<file path="src/rtl/mdu_pkg.sv">
// ============================================================================
// mdu_pkg : shared encodings and constants for the HI/LO multiply/divide unit
// Revision: 1.0
// ============================================================================
`default_nettype none

package mdu_pkg;

  localparam logic [2:0] OP_MULT  = 3'b000;
  localparam logic [2:0] OP_MULTU = 3'b001;
  localparam logic [2:0] OP_DIV   = 3'b010;
  localparam logic [2:0] OP_DIVU  = 3'b011;
  localparam logic [2:0] OP_MTHI  = 3'b100;
  localparam logic [2:0] OP_MTLO  = 3'b101;

  localparam int DIV_STEPS = 32;

  typedef enum logic [1:0] {
    IDLE = 2'd0,
    MUL  = 2'd1,
    DIV  = 2'd2,
    FIX  = 2'd3
  } state_t;

endpackage

`default_nettype wire

</file>
<file path="src/rtl/div_step.sv">
// ============================================================================
// div_step : one combinational radix-2 restoring division step
// Revision: 1.0
// ============================================================================
`default_nettype none

module div_step #(
  parameter int WIDTH = 32
) (
  input  logic [WIDTH:0]   rem,
  input  logic             dividend_bit,
  input  logic [WIDTH-1:0] divisor,
  output logic [WIDTH:0]   rem_next,
  output logic             q_bit
);

  logic [WIDTH+1:0] shifted;
  logic [WIDTH:0]   diff;

  always_comb begin
    shifted  = {rem, dividend_bit};
    q_bit    = (shifted >= {2'b00, divisor});
    diff     = shifted[WIDTH:0] - {1'b0, divisor};
    rem_next = q_bit ? diff : shifted[WIDTH:0];
  end

endmodule

`default_nettype wire

</file>
<file path="src/rtl/mdu_hilo.sv">
// ============================================================================
// mdu_hilo : iterative multiply/divide unit with architectural HI/LO registers
// Revision: 1.0
// ============================================================================
`default_nettype none

module mdu_hilo
  import mdu_pkg::*;
#(
  parameter int WIDTH = 32
) (
  input  logic             clk,
  input  logic             reset,
  input  logic             start,
  input  logic [2:0]       op,
  input  logic [WIDTH-1:0] rs_val,
  input  logic [WIDTH-1:0] rt_val,
  output logic             busy,
  output logic             done,
  output logic [WIDTH-1:0] hi,
  output logic [WIDTH-1:0] lo
);

  localparam logic [5:0] LAST_STEP = 6'(DIV_STEPS - 1);

  state_t           state;
  logic [5:0]       count;
  logic [WIDTH-1:0] opa;       // multiplicand, or dividend shifting into quotient
  logic [WIDTH-1:0] opb;       // multiplier or divisor
  logic [WIDTH:0]   rem;
  logic             neg_q;
  logic             neg_r;

  logic             is_signed;
  logic [WIDTH-1:0] rs_mag;
  logic [WIDTH-1:0] rt_mag;
  logic [2*WIDTH-1:0] prod;
  logic [2*WIDTH-1:0] prod_fix;
  logic [WIDTH:0]   rem_next;
  logic             q_bit;

  always_comb begin
    is_signed = (op == OP_MULT) || (op == OP_DIV);
    rs_mag    = (is_signed && rs_val[WIDTH-1]) ? (WIDTH'(0) - rs_val) : rs_val;
    rt_mag    = (is_signed && rt_val[WIDTH-1]) ? (WIDTH'(0) - rt_val) : rt_val;
    prod      = {{WIDTH{1'b0}}, opa} * {{WIDTH{1'b0}}, opb};
    prod_fix  = neg_q ? ((2*WIDTH)'(0) - prod) : prod;
  end

  div_step #(.WIDTH(WIDTH)) u_div_step (
    .rem          (rem),
    .dividend_bit (opa[WIDTH-1]),
    .divisor      (opb),
    .rem_next     (rem_next),
    .q_bit        (q_bit)
  );

  always_ff @(posedge clk or posedge reset) begin
    if (reset) begin
      state <= IDLE;
      count <= '0;
      opa   <= '0;
      opb   <= '0;
      rem   <= '0;
      neg_q <= 1'b0;
      neg_r <= 1'b0;
      busy  <= 1'b0;
      done  <= 1'b0;
      hi    <= '0;
      lo    <= '0;
    end else begin
      done <= 1'b0;
      case (state)
        IDLE: begin
          if (start) begin
            case (op)
              OP_MULT, OP_MULTU: begin
                opa   <= rs_mag;
                opb   <= rt_mag;
                neg_q <= is_signed && (rs_val[WIDTH-1] ^ rt_val[WIDTH-1]);
                neg_r <= 1'b0;
                busy  <= 1'b1;
                state <= MUL;
              end
              OP_DIV, OP_DIVU: begin
                // A zero divisor runs the raw dividend through unsigned, which
                // naturally yields all-ones quotient and remainder = dividend.
                if (rt_val == '0) begin
                  opa   <= rs_val;
                  opb   <= '0;
                  neg_q <= 1'b0;
                  neg_r <= 1'b0;
                end else begin
                  opa   <= rs_mag;
                  opb   <= rt_mag;
                  neg_q <= is_signed && (rs_val[WIDTH-1] ^ rt_val[WIDTH-1]);
                  neg_r <= is_signed && rs_val[WIDTH-1];
                end
                rem   <= '0;
                count <= '0;
                busy  <= 1'b1;
                state <= DIV;
              end
              OP_MTHI: hi <= rs_val;
              OP_MTLO: lo <= rs_val;
              default: ;
            endcase
          end
        end
        MUL: begin
          hi    <= prod_fix[2*WIDTH-1:WIDTH];
          lo    <= prod_fix[WIDTH-1:0];
          done  <= 1'b1;
          busy  <= 1'b0;
          state <= IDLE;
        end
        DIV: begin
          rem   <= rem_next;
          opa   <= {opa[WIDTH-2:0], q_bit};
          count <= count + 6'd1;
          if (count == LAST_STEP) state <= FIX;
        end
        FIX: begin
          lo    <= neg_q ? (WIDTH'(0) - opa) : opa;
          hi    <= neg_r ? (WIDTH'(0) - rem[WIDTH-1:0]) : rem[WIDTH-1:0];
          done  <= 1'b1;
          busy  <= 1'b0;
          state <= IDLE;
        end
        default: state <= IDLE;
      endcase
    end
  end

endmodule

`default_nettype wire

</file>
<file path="config.mk">
export PLATFORM = sky130hd
export DESIGN_NAME = mdu_hilo
export DESIGN_NICKNAME = d
export VERILOG_FILES = /design/src/rtl/mdu_pkg.sv /design/src/rtl/div_step.sv /design/src/rtl/mdu_hilo.sv
export SDC_FILE = /design/constraint.sdc
export NUM_CORES = 2
export LEC_CHECK = 0
export CAP_MARGIN = 20
export CORE_MARGIN = 2
export CORE_UTILIZATION = 65
export DETAILED_ROUTE_END_ITERATION = 8
export PLACE_DENSITY = 0.81
export SLEW_MARGIN = 40
export SYNTH_ARGS = -nofsm -noshare
export SYNTH_HDL_FRONTEND = slang
export SYNTH_HIERARCHICAL = 1
export SYNTH_SLANG_ARGS = --single-unit
</file>
<file path="constraint.sdc">
create_clock -name clk -period 22.1 [get_ports clk]
set_clock_uncertainty 0.1 [all_clocks]
set_input_delay 4.42 -clock clk [delete_from_list [all_inputs] [get_ports clk]]
set_output_delay 4.42 -clock clk [all_outputs]
set_load 0.005 [all_outputs]
</file>
---- Yosys cells after proc, flatten, opt, wreduce, memory -nomap -nowiden ----
Index checks and enable logic that the tools add are counted.
word-level totals
  register bits ........................... 173
  bits of input ports ..................... 70
  output and inout port bits .............. 66
  logic and storage cells ................. 95
operators by class
  add/subtract/negate cells ............... 7
  $mul .................................... 1
  $lt $le $gt $ge ......................... 1
  eq/ne operators ......................... 16
  muxes and demuxes ....................... 36
  bitwise logic cells ..................... 1
  reductions and logical operators ........ 22
operators with widths
  kind                   count
  $mux 32                11
  $pmux 32 s2            3
  $pmux 32 s3            2
  $sub 1x32->32 const A  4
  $mux 33                3
  $pmux 33 s2            1
  $mul 32x32->64         1
  $mux 64                1
  $sub 1x64->64 const A  1
  $ge 34x32->1           1
  $sub 33x32->33         1
  $logic_not 32->1       1
  $reduce_and 3->1       7
  $mux 6                 2
  $pmux 6 s2             1
  $add 6x1->6 const B    1
  $eq 3x2->1 const B     2
  $eq 3x3->1 const B     2
  $eq 6x5->1 const B     1
  $ne 2x1->1 const B     3
  $ne 2x2->1 const B     3
  $pmux 1 s2             3
  $pmux 2 s3             1
  $reduce_bool 2->1      3
  15 further kinds       25

---- Depth between registers and ports, before layout ----
  word-level depth ........................ 8
  depth in mapped cells ................... 32
  gate-level depth less buffers ........... 28

---- By module ----
Netlist, hierarchy kept.
modules (own cells, without submodules)
  module    times used  cells an instance  area each (µm²)  seq. area each (µm²)
  mdu_hilo  1           5220               45482.4          4329.2
  div_step  1           346                2190.9           0.0

---- Least setup slack after synthesis ----
OpenSTA, ideal clock, no wires.
  path kind ............................... register to register
  start ................................... register opa[15]
  end ..................................... register hi[29]
  library setup time ...................... 0.126 ns
  arrival ................................. 8.476 ns
  data required time ...................... 21.874 ns
  setup slack ............................. 13.398 ns
  stages on the path, launching flop included .. 29
  path buffers ............................ 4
  clock period less this slack ............ 8.702 ns
  path through ............................ dfrtp_1 > clkbuf_1 > clkbuf_1 > and2_1 > fa_1 > fa_1 > inv_1 > fa_1 > fa_1 > fa_1 > inv_1 > fa_1 > fa_1 > fa_1 > ha_1 > clkbuf_1 > nand4_1 > nor2_1 > a22oi_1 > nand3_1 > xor2_1 > or3_4 > a2111o_1 > or2_2 > or3_1 > buf_2 > nor4_1 > a21oi_1 > o32a_1
on the way
  cells in the longest elaborated chain, start to end .. 4
RTL lines
  what                      line             RTL
  start: declaration        mdu_hilo.sv:28   logic [WIDTH-1:0] opa;
  start signal: assignment  mdu_hilo.sv:78   opa <= rs_mag;
  start signal: assignment  mdu_hilo.sv:89   opa <= rs_val;
  start signal: assignment  mdu_hilo.sv:94   opa <= rs_mag;
  $mul 32x32->64 (*)        mdu_hilo.sv:46   prod = {{WIDTH{1'b0}}, opa} * {{WIDTH{1'b0}}, opb};
  $sub 1x64->64             mdu_hilo.sv:47   prod_fix = neg_q ? ((2*WIDTH)'(0) - prod) : prod;
  $mux 64 (*)               mdu_hilo.sv:47
  $pmux 32 s3 (*)           mdu_hilo.sv:73   case (state)
  end signal: assignment    mdu_hilo.sv:104  OP_MTHI: hi <= rs_val;
  end signal: assignment    mdu_hilo.sv:111  hi <= prod_fix[2*WIDTH-1:WIDTH];
  end signal: assignment    mdu_hilo.sv:125  hi <= neg_r ? (WIDTH'(0) - rem[WIDTH-1:0]) : rem[WIDTH-1:0];
  end: declaration          mdu_hilo.sv:20   output logic [WIDTH-1:0] hi,
Every way passes the cells marked *; elsewhere a longest branch is shown, timed or not.
A chain may end at the register's enable or synchronous reset.

---- Final worst setup path ----
  start ................................... register opa[21]
  end ..................................... register hi[30]
Same word-level chain as after synthesis.

==> flow_summary.ini <==
[status]
status = finished, violations left
violations = DRC

[floorplanning]
die_x_um = 275
design.core.area_um2 = 72800
die_h_um = 275
floorplan.initialDensity_pct = 65.5
fp-row-count = 99
num_io_pins = 136
fp.dieArea_um2 = 75500

[route]
wl_per_cell_um = 22.4
drt_iter0_markers = 3889
drt_first_pass_iters = 9
drc = 1
ant_nets = 0
wl_um = 144000
route.vias.total = 39862
viasPerCell = 6.21

[worst_setup_path]
crit_buf_inv = 3
arrival_ns = 10.56
cp_max_fo = 30
crit_path_end_kind = flop
critPathLaunchType = flop
reg2reg_slack_ns = 11.79
critPathTopFamily = adder cells
r2r_cells = 25
critPathRequiredTime_ns = 22.35
crit_type = flop to flop
crit_top_cell = fa_1
cp_slowest_cell = nor4_1
r2r-end = hi[30]$_DFFE_PP0P_
cpPeakStageDelay_ns = 0.63
r2r_start = opa[21]$_DFFE_PP0P_

[cts]
cts_buffer_depth = 2
root_buffer = clkbuf_16
post_cts_resized = 0
cts_max_level = 4
cts_sinks = 173
cts_buffers = 17
tritoncts = done
ctsHoldBuffers = 0
cts_setup_buffers = 0
clock_latency_ns = 0.47
cts.clk_slew.worst_paths_ns = 0.08

[global_routing]
grt_pass1_vias = 41953
gr-usage-met3_pct = 7.10
grt_overflow = 0
grtUsageTotal_pct = 39.7
met2_usage_pct = 63.7
grt_pass1_wl_um = 232000
antenna_found_initial = 6
grt_max_degree = 95
grt_busiest_layer = met2
global_route.usage.met1_pct = 51.9

[layout]
final_cells = 6423
num-nets-final = 6714
drive_above_1_share_pct = 3.28
area_growth_syn_to_layout_pct = 5.29
final_area_um2 = 50200

[placed_design]
port-buffer-count = 135
place_inst = 6386
place_area_um2 = 49600
gp_congestion = 1.04
dp_hpwl_um = 113000

[logic_synthesis]
ys.flop_type = dfrtp_1
yosys_warnings = 6
synth_edf_count = 0
syn_inst = 5566
yosysSeqAreaShare_pct = 9.08
ys_seq_elements = 173
netlist.area_leader.share_pct = 37.7
synth_area_um2 = 47700
synthArstFlopShare_pct = 100
synth_area_leaders = fa_1, dfrtp_1, and2_1
syn_avg_cell_area_um2 = 8.57
synth.top_cells.by_count = inv_1, fa_1, nand2_1
syn_nets = 6834
synth_cell_types = 92
synth_top_cell_by_area = fa_1
yosysMostFrequentCell = inv_1

[sta]
setup_viol = 0
setup-tns-final_ns = 0
slew_viol_final = 0
hold_viol = 0
fin_crit_sh_pct = 46.7
rsz0062_at_grt = false
slew_headroom_pct = 38.5
max_freq_mhz = 97.0
tightest_slew_ns = 0.913
fin_crit_ns = 10.31

[hold_path]
min_to = busy$_DFFE_PP0P_
hold_class = flop to flop
hold_path_depth = 1
hp-start = busy$_DFFE_PP0P_

[job]
max_cap_viol_count = 0
cell type report:
class / count / area [µm²]
antenna: 5 / 12.5
clock buffer: 21 / 470
clock inverter: 11 / 131
fill: 5783 / 22600
inverter: 925 / 3480
multi-input combinational: 4113 / 38600
sequential: 173 / 4340
tap: 959 / 1200
timing repair buffer: 216 / 1990
per-layer routing:
metal,vias up,share of wire [%]
li1,17243,-
met1,19957,38
met2,2184,47
met3,478,9.0
met4,0,5.8
met5,-,0
cells in the final DEF (no fill, tap or decap), types with 10 or more instances in the layout:
cell type        synthesis  final
nor2_1                 206    203
xnor2_1                133    133
fa_1                   897    897
o41ai_1                 27     27
and4_1                  10     10
nor4_1                  23     21
a22o_1                  34     34
o31ai_1                 50     50
nand4_1                 37     37
inv_1                  923    922
a211oi_1                20     20
clkbuf_16                0     17
a222oi_1                20     20
dfrtp_1                173    166
nand2b_1                19     19
nor3_1                  44     44
buf_4                    1     78
and3_1                  12     11
a21oi_1                255    255
o21ai_0                222    221
ha_1                   301    301
or4_1                   10     10
a21o_1                  30     30
and2_1                 608    608
o211ai_1                20     20
nand3_1                 37     37
clkdlybuf4s50_1          0    135
o21ai_1                 19     18
o21bai_1                13     13
xor2_1                 111    111
or2_2                   15     15
o21a_1                  10     10
or3_1                   52     52
nand2_1                700    699
a31oi_1                 20     20
o22ai_1                 12     12
sequential cells by signal (all words and copies together), names as in the netlist:
signal	flops
lo	32
opb	32
count	6
neg_r	1
state	2
hi	32
rem	33
done	1
neg_q	1
busy	1
opa	32
cells by family (layout without fill, tap and decap cells):
kind of cell	count (synthesis)	in the layout	synth area share, %
simple gates	1807	1807	19.0
mux	11	11	0.236
compound gates	853	853	11.5
buf+inv	1280	1173	10.1
xor+xnor	244	244	4.48
flops	173	173	9.08
fa+ha+maj	1198	1198	45.6
other cells	0	5	0
worst max-delay path by stage:
stage / start / end / slack (ns) / cells past startpoint
final: opa[21]$_DFFE_PP0P_ / hi[30]$_DFFE_PP0P_ / 11.79 / 25
after detailed placement: opb[2]$_DFFE_PP0P_ / hi[30]$_DFFE_PP0P_ / 11.95 / 24
after CTS: opb[2]$_DFFE_PP0P_ / hi[30]$_DFFE_PP0P_ / 11.90 / 24
after global routing: opa[21]$_DFFE_PP0P_ / hi[30]$_DFFE_PP0P_ / 11.42 / 25
after floorplan: reset / busy$_DFFE_PP0P_ / 12.89 / 1
after global placement: opb[4]$_DFFE_PP0P_ / hi[30]$_DFFE_PP0P_ / 12.00 / 26
stage by stage:
| step | setup WS [ns] | hold WS [ns] | utilization (%) |
|---|---|---|---|
| after floorplan | 12.89 | 0.378 | - |
| after detailed placement | 11.95 | 0.371 | 68.0 |
| after global routing | 11.42 | 0.409 | 68.9 |
| after global placement | 12.00 | 0.362 | 68.0 |
| final | 11.79 | 0.382 | 68.9 |
| after CTS | 11.90 | 0.386 | 68.9 |
Power is left out: the tool's default activity adds up to more than one toggle a clock period on the data nets, which glitch-free logic cannot reach.
